`config.mk`:
```
export PLATFORM = sky130hd
export DESIGN_NAME = clone_detect
export DESIGN_NICKNAME = d
export VERILOG_FILES = /design/src/rtl/clone_detect.sv
export SDC_FILE = /design/constraint.sdc
export NUM_CORES = 1
export LEC_CHECK = 0
export ABC_AREA = 0
export CORE_AREA = 2 2 53 55
export DETAILED_ROUTE_END_ITERATION = 8
export DIE_AREA = 0 0 55 57
export PLACE_DENSITY_LB_ADDON = 0.08
export REMOVE_ABC_BUFFERS = 1
export SLEW_MARGIN = 10
export SYNTH_ARGS = -nofsm -noshare
export SYNTH_HDL_FRONTEND = slang
export SYNTH_SLANG_ARGS = --single-unit
```
`constraint.sdc`:
```
create_clock -name m2 -period 1.9 [get_ports m2]
set_input_delay 0.285 -clock m2 [delete_from_list [all_inputs] [get_ports m2]]
set_output_delay 0.285 -clock m2 [all_outputs]
set_load 0.03 [all_outputs]
```
`src/rtl/clone_detect.sv`:
```
// Power-on famiclone detector: grounds CIRAM /CE and PPU /A13 for a fixed window, then
// samples PPU reads for A13 vs /A13 disagreement and latches a thresholded, re-armable verdict.
module clone_detect #(
    parameter int INIT_CYCLES        = 15,
    parameter int SETTLE_CYCLES      = 4,
    parameter int SAMPLES            = 3,
    parameter int MISMATCH_THRESHOLD = 1
) (
    input  logic       m2,
    input  logic       rst_n,
    input  logic       ppu_rd_in,
    input  logic       ppu_addr13,
    input  logic       ppu_not_a13,
    input  logic       rearm,
    output logic       drive_low,
    output logic       init_done,
    output logic       detect_valid,
    output logic       new_dendy,
    output logic [7:0] mismatch_count
);

    localparam int INIT_W   = $clog2(INIT_CYCLES + 1);
    localparam int SETTLE_W = (SETTLE_CYCLES > 0) ? $clog2(SETTLE_CYCLES + 1) : 1;
    localparam int SAMP_W   = $clog2(SAMPLES + 1);

    // A zero settle time still spends one cycle in SETTLE before sampling.
    localparam int SETTLE_LAST_I = (SETTLE_CYCLES > 0) ? SETTLE_CYCLES - 1 : 0;

    localparam logic [INIT_W-1:0]   INIT_LAST   = INIT_W'(INIT_CYCLES - 1);
    localparam logic [SETTLE_W-1:0] SETTLE_LAST = SETTLE_W'(SETTLE_LAST_I);
    localparam logic [SAMP_W-1:0]   SAMP_FULL   = SAMP_W'(SAMPLES);
    localparam logic [7:0]          MM_THRESH   = 8'(MISMATCH_THRESHOLD);

    typedef enum logic [1:0] {
        ST_INIT,
        ST_SETTLE,
        ST_SAMPLE,
        ST_DONE
    } state_t;

    state_t state;
    state_t state_next;

    logic [2:0]          sync1;
    logic [2:0]          sync2;
    logic                rd_s;
    logic                a13_s;
    logic                na13_s;
    logic [INIT_W-1:0]   init_cnt;
    logic [SETTLE_W-1:0] settle_cnt;
    logic [SAMP_W-1:0]   lo_cnt;
    logic [SAMP_W-1:0]   hi_cnt;
    logic                init_last;
    logic                settle_last;
    logic                lo_full;
    logic                hi_full;
    logic                mm_hit;
    logic                decide;
    logic                sample_en;
    logic                is_mismatch;
    logic                rearm_done;

    // Synchroniser resets to the idle bus pattern (/RD high) so no phantom read is seen.
    always_ff @(posedge m2 or negedge rst_n) begin
        if (!rst_n) begin
            sync1 <= 3'b101;
            sync2 <= 3'b101;
        end else begin
            sync1 <= {ppu_rd_in, ppu_addr13, ppu_not_a13};
            sync2 <= sync1;
        end
    end

    assign rd_s   = sync2[2];
    assign a13_s  = sync2[1];
    assign na13_s = sync2[0];

    assign init_last   = (init_cnt == INIT_LAST);
    assign settle_last = (settle_cnt == SETTLE_LAST);
    assign lo_full     = (lo_cnt == SAMP_FULL);
    assign hi_full     = (hi_cnt == SAMP_FULL);
    assign mm_hit      = (mismatch_count >= MM_THRESH);
    assign decide      = mm_hit || (lo_full && hi_full);
    assign is_mismatch = (a13_s == na13_s);
    assign rearm_done  = (state == ST_DONE) && rearm;
    // Samples stop once a verdict is pending so the reported count is the deciding one.
    assign sample_en   = (state == ST_SAMPLE) && !decide && !rd_s;

    always_ff @(posedge m2 or negedge rst_n) begin
        if (!rst_n) begin
            state <= ST_INIT;
        end else begin
            state <= state_next;
        end
    end

    always_comb begin
        state_next = state;
        case (state)
            ST_INIT:   if (init_last)   state_next = ST_SETTLE;
            ST_SETTLE: if (settle_last) state_next = ST_SAMPLE;
            ST_SAMPLE: if (decide)      state_next = ST_DONE;
            ST_DONE:   if (rearm)       state_next = ST_SETTLE;
            default:                    state_next = ST_INIT;
        endcase
    end

    always_comb begin
        drive_low    = (state == ST_INIT);
        init_done    = (state != ST_INIT);
        detect_valid = (state == ST_DONE);
    end

    always_ff @(posedge m2 or negedge rst_n) begin
        if (!rst_n) begin
            init_cnt       <= '0;
            settle_cnt     <= '0;
            lo_cnt         <= '0;
            hi_cnt         <= '0;
            mismatch_count <= '0;
            new_dendy      <= 1'b0;
        end else begin
            if ((state == ST_INIT) && !init_last) begin
                init_cnt <= init_cnt + 1'b1;
            end

            if (state == ST_SETTLE) begin
                settle_cnt <= settle_cnt + 1'b1;
            end else begin
                settle_cnt <= '0;
            end

            if (rearm_done) begin
                lo_cnt         <= '0;
                hi_cnt         <= '0;
                mismatch_count <= '0;
            end else if (sample_en) begin
                if (a13_s && !hi_full) begin
                    hi_cnt <= hi_cnt + 1'b1;
                end
                if (!a13_s && !lo_full) begin
                    lo_cnt <= lo_cnt + 1'b1;
                end
                if (is_mismatch && (mismatch_count != 8'hFF)) begin
                    mismatch_count <= mismatch_count + 8'd1;
                end
            end

            // Mismatch threshold wins over level completion when both land together.
            if ((state == ST_SAMPLE) && decide) begin
                new_dendy <= mm_hit;
            end
        end
    end

endmodule

```
* Word-level counts from Yosys, hierarchy flattened
Index checks and enable logic that the tools add are counted.
** Word-level totals
- Register bits :: 28
- Bits of input ports :: 6
- Output and inout port bits :: 12
- Word-level logic and storage cells :: 69
** Cells by class
- Add/subtract/negate cells :: 5
- Order comparisons :: 1
- Eq/ne operators :: 13
- Muxes and demuxes :: 15
- Reductions and logical operators :: 26
** Operator list (number)
- $mux 8 :: 3
- $mux 2 :: 10
- $reduce_bool 2->1 :: 5
- $logic_and 1x1->1 :: 9
- $add 8x1->8 const B :: 1
- $eq 2x2->1 const B :: 4
- $ge 8x1->1 const B :: 1
- $ne 8x8->1 const B :: 1
- $pmux 2 s4 :: 1
- $logic_not 1->1 :: 6
- $ne 2x2->1 const B :: 3
- $reduce_and 2->1 :: 3
- $add 2x1->2 const B :: 2
- $add 4x1->4 const B :: 1
- $eq 4x4->1 const B :: 1
- $reduce_and 4->1 :: 1
- $add 3x1->3 const B :: 1
- $eq 3x2->1 const B :: 1
- $mux 3 :: 1
- $eq 2x1->1 const B :: 1
- $logic_not 2->1 :: 1
- $ne 2x1->1 const B :: 1
- $eq 1x1->1 :: 1
- $logic_or 1x1->1 :: 1

* Depth between registers and ports, before layout
Gate-level depths: netlist (run 1).
- Depth in word-level cells :: 8
- Mapped depth :: 6
- Mapped depth without buffers :: 6

* Worst setup path before layout (run 1)
Ideal clock, no wire load.
- Path type :: register to register
- Start point :: register mismatch_count[1]
- End point :: register state[1]
- Library setup time :: 0.128 ns
- Arrival :: 1.789 ns
- Required time :: 1.772 ns
- Setup slack :: -0.016 ns
- Stages on the path, launching flop included :: 7
- Period minus slack after synthesis :: 1.916 ns
- Cell sequence :: dfrtp_1 > inv_1 > ha_1 > nor4b_4 > nand3_2 > o2111ai_2 > mux2_1
** On the way
- Cells in the longest elaborated chain, start to end :: 4
** RTL lines
- start: declaration :: RTL line 19 : output logic [7:0] mismatch_count
- start signal: assignment :: RTL line 145 : mismatch_count <= mismatch_count + 8'd1;
- $ge 8x1->1 :: RTL line 82 : assign mm_hit = (mismatch_count >= MM_THRESH);
- $logic_or 1x1->1 :: RTL line 83 : assign decide = mm_hit || (lo_full && hi_full);
- $ne 2x2->1 (no source line)
- $reduce_and 4->1 (no source line)
- end signal: assignment :: RTL line 93 : state <= state_next;
- end: declaration :: RTL line 41 : state_t state;
No other way between the ends.
A chain may end at the register's enable or synchronous reset.

* Worst setup path after layout (run 1)
- Start point :: register state[1]
- End point :: output port drive_low
** On the way
- Cells in the longest elaborated chain, start to end :: 1
** RTL lines
- $logic_not 2->1 :: RTL line 109 : drive_low = (state == ST_INIT);
- end: declaration :: RTL line 15 : output logic drive_low,
No other way between the ends.

==> reports/qor.yml, run 1 <==
grt_pass1_wl_mm: 3.57
timing.hold.ws_ns: 0.300
min-delay-path-class: "in2async"
placed_area_um2: 1530
post-dp-hpwl_mm: 1.59
fp.coreArea_um2: 2620
setup.worst_path.class: "reg2out"
critPathLaunchType: "flop"
initial_utilization_pct: 50.0
antenna_cells: 0
static-leakage-power_nw: 0.771
count_of_endpoints_failing_hold_in_the_final_timing_report: 0
clock_path_buffers: 2
worstSkewPairLatency_ns: 0.33
finClkSkew_ns: 0.00840
finalCritPeriodShare_pct: 94.8
syn-cell-area_um2: 1310
grt_antenna_before_repair: 0
buffer_cell_driving_the_clock_tree_root: "sky130_fd_sc_hd__clkbuf_4"
flow.area_growth_from_synthesis_pct: 21.3
cp_data_arrival_time_ns: 1.52
cap_violations: 0
maxSlewViolCount: 0
gp_congestion: 0.693
slew_headroom_pct: 76.4
result_of_the_run: "finished, final reports clean"
yosysWarnings: 0
hold_buffers: 0
drc_errors: 0
num_vias: 826
setup-tns-final_ns: 0
tritonroute_pass_1_iters: 4
drt.antenna.violating_nets: 0
synth.distinct_cells: 25
io_buffers: 17
pin_count_of_the_biggest_net_entering_global_routing: 29
worst_path_largest_cell_delay_ns: 0.45
postSynthCellCount: 108
grt_pass1_vias: 837
global_router_s_overall_resource_usage_pct: 15.5
power_density_nw_per_um2: 1290
maximum_fanout_count_along_the_critical_path: 4
cts_tree: "done"
cp.required_ns: 1.62
top_level_ports: 18
worst-slew-pin-transition_ns: 0.353
post_cts_setup_buffers: 0
final.setup.worst_slack_ns: 0.0990
vias_per_cell: 5.10
cp_slowest_cell: "sky130_fd_sc_hd__dfrtp_1"
synth-seq-cells: 28
critical_path.endpoint_type: "output port"
clk_transition_reported_paths_ns: 0.16
peak_vdd_ir_mv: 0.869
tritoncts.num_buffers: 3
die-area_um2: 3140
fin_crit_ns: 1.80
postRouteWirelength_mm: 2.14
row_count: 19
pre_cts_ws_ns: 0.134
finish.net_count: 152
timing.final.setup_violations: 0
design_power_total_mw: 2.04
timing.critical_path.cells: "inv_1, ha_1, dlygate4sd2_1"
total_congestion_overflow: 0
filler_cell_count: 226
design_area_um2: 1580
layout-drive-gt1-share_pct: 11.5
maximum_clock_frequency_mhz: 555
rsz0062_at_grt: "no"
dieHeight_um: 57
clock-sinks: 28
sequential_area_share_after_synthesis_pct: 54.0
dr.first_iter.drc_count: 27
die_width_um: 55
synth_area_per_cell_um2: 12.1
timing.reg2reg.worst_path_depth: 5
depth_of_the_cts_h_tree: 1
routed_length_per_instance_um: 13.2
-- where the power goes --
group          internal [mW]  total [mW]  switching, mW
Combinational          0.363       0.812          0.449
Sequential             0.729       0.838          0.109
Clock                  0.213       0.391          0.178
-- cell type report --
| type | count | area, um2 | area share (%) |
|---|---|---|---|
| timing repair buffer | 20 | 190 | 12.0 |
| clock inverter | 1 | 30.0 | 1.90 |
| multi-input combinational | 71 | 567 | 35.8 |
| inverter | 8 | 30.0 | 1.90 |
| sequential | 28 | 706 | 44.5 |
| clock buffer | 3 | 22.5 | 1.42 |
| tap | 31 | 38.8 | 2.45 |
-- through the flow --
step / std cells / util, %
5_1_grt: 162 / 60.6
2_1_floorplan: 107 / -
6_report: 162 / 60.6
3_3_place_gp: 158 / 58.7
4_1_cts: 162 / 60.5
3_5_place_dp: 158 / 58.7
-- state kept, by name, summed over array words and instances (netlist names) --
register	flops
mismatch_count	8
init_cnt	4
settle_cnt	3
sync1	3
sync2	3
hi_cnt	2
lo_cnt	2
state	2
new_dendy	1
-- cells by family (layout without fill, tap and decap cells) --
family | after synthesis | in the layout | share of synthesized area (%)
AND/OR/NAND/NOR | 38 | 38 | 18.3
flip-flops | 28 | 28 | 54.0
adder cells (fa/ha/maj) | 14 | 14 | 13.4
AO/OA/AOI/OAI | 9 | 9 | 4.50
buffers and inverters | 9 | 32 | 2.59
XOR/XNOR | 6 | 6 | 4.02
multiplexers | 4 | 4 | 3.16
-- path summary, 6_finish.rpt --
check	to	startpoint	slack [ns]
worst max-delay path	drive_low	state[1]	0.1
worst min-delay path	hi_cnt[1]	rst_n	0.30
worst max register to register	state[1]	mismatch_count[0]	0.12
worst min register to register	sync2[2]	sync1[2]	0.37
max in group asynchronous	sync1[2]	rst_n	1.29
min in group m2	sync1[0]	ppu_not_a13	0.34
-- per-layer routing --
metal,global-route usage [%],wire [um],vias up
li1,-,-,402
met1,21.3,982,405
met2,24.5,1040,17
met3,2.62,106,2
met4,5.23,13,0
met5,0,0,-
-- synthesized netlist by cell type (all sizes together) --
cell / n / area (um2)
nor4b: 1 / 23.8
nor2: 6 / 22.5
o21ai: 3 / 15.0
nor4: 1 / 21.3
xnor2: 4 / 35.0
xor2: 2 / 17.5
mux2i: 3 / 30.0
ha: 14 / 175
nand3: 5 / 30.0
inv: 8 / 30.0
nand4: 3 / 18.8
nand2: 6 / 22.5
dfstp: 4 / 105
clkbuf: 1 / 3.75
a31oi: 1 / 6.26
dfrtp: 24 / 601
and3: 1 / 6.26
and2: 9 / 56.3
nor2b: 4 / 25.0
mux2: 1 / 11.3
a21oi: 3 / 15.0
o2111ai: 1 / 15.0
nand2b: 2 / 12.5
a21o: 1 / 7.51
-- cell usage in the layout, fill, tap and decap left out --
cell	instances
sky130_fd_sc_hd__a21oi_1	3
sky130_fd_sc_hd__dfrtp_1	24
sky130_fd_sc_hd__a21o_1	1
sky130_fd_sc_hd__bufinv_16	1
sky130_fd_sc_hd__buf_4	3
sky130_fd_sc_hd__nand4_1	3
sky130_fd_sc_hd__xnor2_1	4
sky130_fd_sc_hd__o21ai_0	3
sky130_fd_sc_hd__inv_1	8
sky130_fd_sc_hd__nor4b_4	1
sky130_fd_sc_hd__ha_1	14
sky130_fd_sc_hd__nand2b_1	2
sky130_fd_sc_hd__clkdlybuf4s50_1	14
sky130_fd_sc_hd__nor4_4	1
sky130_fd_sc_hd__nand3_1	4
sky130_fd_sc_hd__a31oi_1	1
sky130_fd_sc_hd__clkbuf_4	3
sky130_fd_sc_hd__mux2_1	1
sky130_fd_sc_hd__nor2b_1	4
sky130_fd_sc_hd__dlygate4sd2_1	2
sky130_fd_sc_hd__o2111ai_2	1
sky130_fd_sc_hd__xor2_1	2
sky130_fd_sc_hd__and3_1	1
sky130_fd_sc_hd__dfstp_2	4
sky130_fd_sc_hd__nand3_2	1
sky130_fd_sc_hd__nand2_1	6
sky130_fd_sc_hd__clkdlybuf4s15_1	1
sky130_fd_sc_hd__and2_1	9
sky130_fd_sc_hd__nor2_1	6
sky130_fd_sc_hd__mux2i_1	3
-- worst max-delay path, delay by kind of cell (launching register included) --
| kind | cells | cell delay (ns) |
|---|---|---|
| buf+inv | 2 | 0.53 |
| flops | 1 | 0.45 |
| fa+ha+maj | 1 | 0.22 |
-- repair_timing --
| item | 4_1_cts | 5_1_grt |
|---|---|---|
| gates resized for setup | 3 | 1 |
| endpoints found under the setup margin | 3 | 1 |
| hold endpoints to repair | 0 | 0 |
Note: power is estimated with default switching activity, not from simulation.
==> inputs of run 2 (changes only) <==
- clock period: 1.9 -> 1.7 ns (I/O delays scaled with it)
==> run 2 against run 1 <==
Cell area up 3.6%; worst hold slack worse by 0.028 ns; worst setup slack worse by 0.081 ns; clock power up 9.5%; global-route usage up 0.39 points; sequential cell count unchanged; routed wire length down 3.3%; die area unchanged; critical path depth up 2; non-clock buffer count up 6; critical path type is now reg2reg.
==> reports/qor.yml, run 2 (synthesis results as in run 1) <==
peak_vdd_ir_mv: 1.05  # was 0.869 mV
gp_congestion: 0.701  # was 0.693
final_cells: 168  # was 162
worst-slew-pin-transition_ns: 0.346  # was 0.353 ns
buffer_cell_driving_the_clock_tree_root: "sky130_fd_sc_hd__clkbuf_4"  # unchanged
initial_utilization_pct: 50.0  # unchanged
grt_pass1_wl_mm: 3.60  # was 3.57 mm
sw_share_pct: 34.8  # was 36.0%
drc_errors: 0  # unchanged
die_width_um: 55  # unchanged
cp_slowest_cell: "sky130_fd_sc_hd__dfrtp_1"  # unchanged
register_share_of_total_power_pct: 37.9  # was 41.0%
grt_antenna_before_repair: 0  # unchanged
clock-sinks: 28  # unchanged
io_buffers: 17  # unchanged
total_congestion_overflow: 0  # unchanged
tritonroute_pass_1_iters: 4  # unchanged
layout-drive-gt1-share_pct: 21.2  # was 11.5%
top_level_ports: 18  # unchanged
min-delay-path-class: "in2async"  # unchanged
place_inst: 162  # was 158
maximum_clock_frequency_mhz: 594
global_router_s_overall_resource_usage_pct: 15.8  # was 15.5%
final.setup.worst_slack_ns: 0.0176  # was 0.0990 ns
setup.worst_path.class: "reg2reg"  # was reg2out
worst-path-buf-inv: 0  # was 2
slew_headroom_pct: 76.9  # was 76.4%
maximum_fanout_count_along_the_critical_path: 4  # unchanged
hold_buffers: 0  # unchanged
row_count: 19  # unchanged
critPathLaunchType: "flop"  # unchanged
timing.final.setup_violations: 0  # unchanged
vias_per_cell: 5.01  # was 5.10
maxSlewViolCount: 0  # unchanged
static-leakage-power_nw: 0.851  # was 0.771 nW
finish.net_count: 158  # was 152
count_of_endpoints_failing_hold_in_the_final_timing_report: 0  # unchanged
design_area_um2: 1640  # was 1580 um2
power_density_nw_per_um2: 1500  # was 1290 nW/um2
pre_cts_ws_ns: -0.00199  # was 0.134 ns
pin_count_of_the_biggest_net_entering_global_routing: 29  # unchanged
filler_cell_count: 226  # unchanged
postRouteWirelength_mm: 2.07  # was 2.14 mm
tritoncts.num_buffers: 3  # unchanged
antenna_cells: 0  # unchanged
placed_area_um2: 1560  # was 1530 um2
pwr-share-clk_pct: 17.4  # was 19.2%
power.internal_mw: 1.60  # was 1.31 mW
design_power_total_mw: 2.46  # was 2.04 mW
rsz0062_at_grt: "yes"  # was no
die-area_um2: 3140  # unchanged
worst_path_largest_cell_delay_ns: 0.44  # was 0.45 ns
cap_violations: 0  # unchanged
dr.first_iter.drc_count: 10  # was 27
clk_transition_reported_paths_ns: 0.15  # was 0.16 ns
post-dp-hpwl_mm: 1.51  # was 1.59 mm
register_name_with_the_most_flops: "mismatch_count"  # unchanged
fin_crit_ns: 1.68
flow.area_growth_from_synthesis_pct: 25.7  # was 21.3%
num_vias: 841  # was 826
grt_pass1_vias: 854  # was 837
depth_of_the_cts_h_tree: 1  # unchanged
fp.coreArea_um2: 2620  # unchanged
most_used_cells_in_the_layout_excluding_fill_and_tap_cells: "23 x sky130_fd_sc_hd__dfrtp_1, 13 x sky130_fd_sc_hd__ha_1, 9 x sky130_fd_sc_hd__and2_1, 9 x sky130_fd_sc_hd__buf_4, 7 x sky130_fd_sc_hd__dlygate4sd2_1"  # was 24 x sky130_fd_sc_hd__dfrtp_1, 14 x sky130_fd_sc_hd__ha_1, 14 x sky130_fd_sc_hd__clkdlybuf4s50_1
worstSkewPairLatency_ns: 0.32  # was 0.33 ns
postLayoutCoreUtil_pct: 62.8  # was 60.6%
flip_flop_count_of_the_largest_register_all_copies_and_words_added: 8  # unchanged
critPathTopFamily: "flip-flops"  # was buffers and inverters
setup-tns-final_ns: 0  # unchanged
top_registers: "mismatch_count: 8 flops, init_cnt: 4 flops"  # unchanged
finClkSkew_ns: 0.00654  # was 0.00840 ns
drt.antenna.violating_nets: 0  # unchanged
routed_length_per_instance_um: 12.3  # was 13.2 um
cp_data_arrival_time_ns: 1.91  # was 1.52 ns
cp.required_ns: 1.93  # was 1.62 ns
timing.critical_path.cells: "ha_2, nor4b_4, nand3_2, o2111ai_4, mux2_4"  # was inv_1, ha_1, dlygate4sd2_1
power.net_switching_uw: 857  # was 736 uW
finalCritPeriodShare_pct: 99.0
cts_tree: "done"  # unchanged
dieHeight_um: 57  # unchanged
critical_path.endpoint_type: "flop"  # was output port
layout.cells.most_common: "sky130_fd_sc_hd__dfrtp_1"  # unchanged
power.share.combinational_pct: 44.7  # was 39.8%
result_of_the_run: "finished, final reports clean"  # unchanged
timing.hold.ws_ns: 0.272  # was 0.300 ns
clock_path_buffers: 2  # unchanged
run 2: area by class of cell:
class | count | area (um2) | area share (%)
clock buffers | 3 | 22.5 | 1.37
clock inverters | 1 | 30.0 | 1.83
inverters | 8 | 30.0 | 1.83
multi-input cells | 71 | 584 | 35.6
flip-flops and latches | 28 | 707 | 43.1
well taps | 31 | 38.8 | 2.36
repair buffers | 26 | 229 | 13.9
run 2: power groups by stage:
stage                     logic, mW  registers, mW  clock network [mW]
after detailed placement       1.00          0.943                   0
after CTS                      1.01          0.927               0.442
after global routing           1.24          0.952               0.472
after floorplan               0.626          0.951                   0
final                          1.10          0.932               0.428
after global placement        0.977          0.933                   0
run 2: worst paths after layout:
kind                              startpoint   endpoint  slack (ns)  cells past startpoint
min reg2reg                         sync1[2]   sync2[2]        0.37                      0
max reg2reg                mismatch_count[0]   state[1]        0.02                      5
max in group asynchronous              rst_n   sync1[0]        1.12                      2
min                                    rst_n  hi_cnt[1]        0.27                      2
max                        mismatch_count[0]   state[1]        0.02                      5
min in group m2                  ppu_not_a13   sync1[0]        0.31                      1
run 2: timing repair:
item                                    4_1_cts  5_1_grt
endpoints found under the setup margin       11        8
setup buffers                                 1        1
gates resized for setup                      11       10
run 2: layer usage:
metal	vias up	part of all wire, %	wire length, um	GRT usage, %
li1	415	-	-	-
met1	410	43	893	20.4
met3	4	3.6	75	2.62
met4	0	2.4	49	8.71
met5	-	0	0	0
met2	12	51	1050	25.0
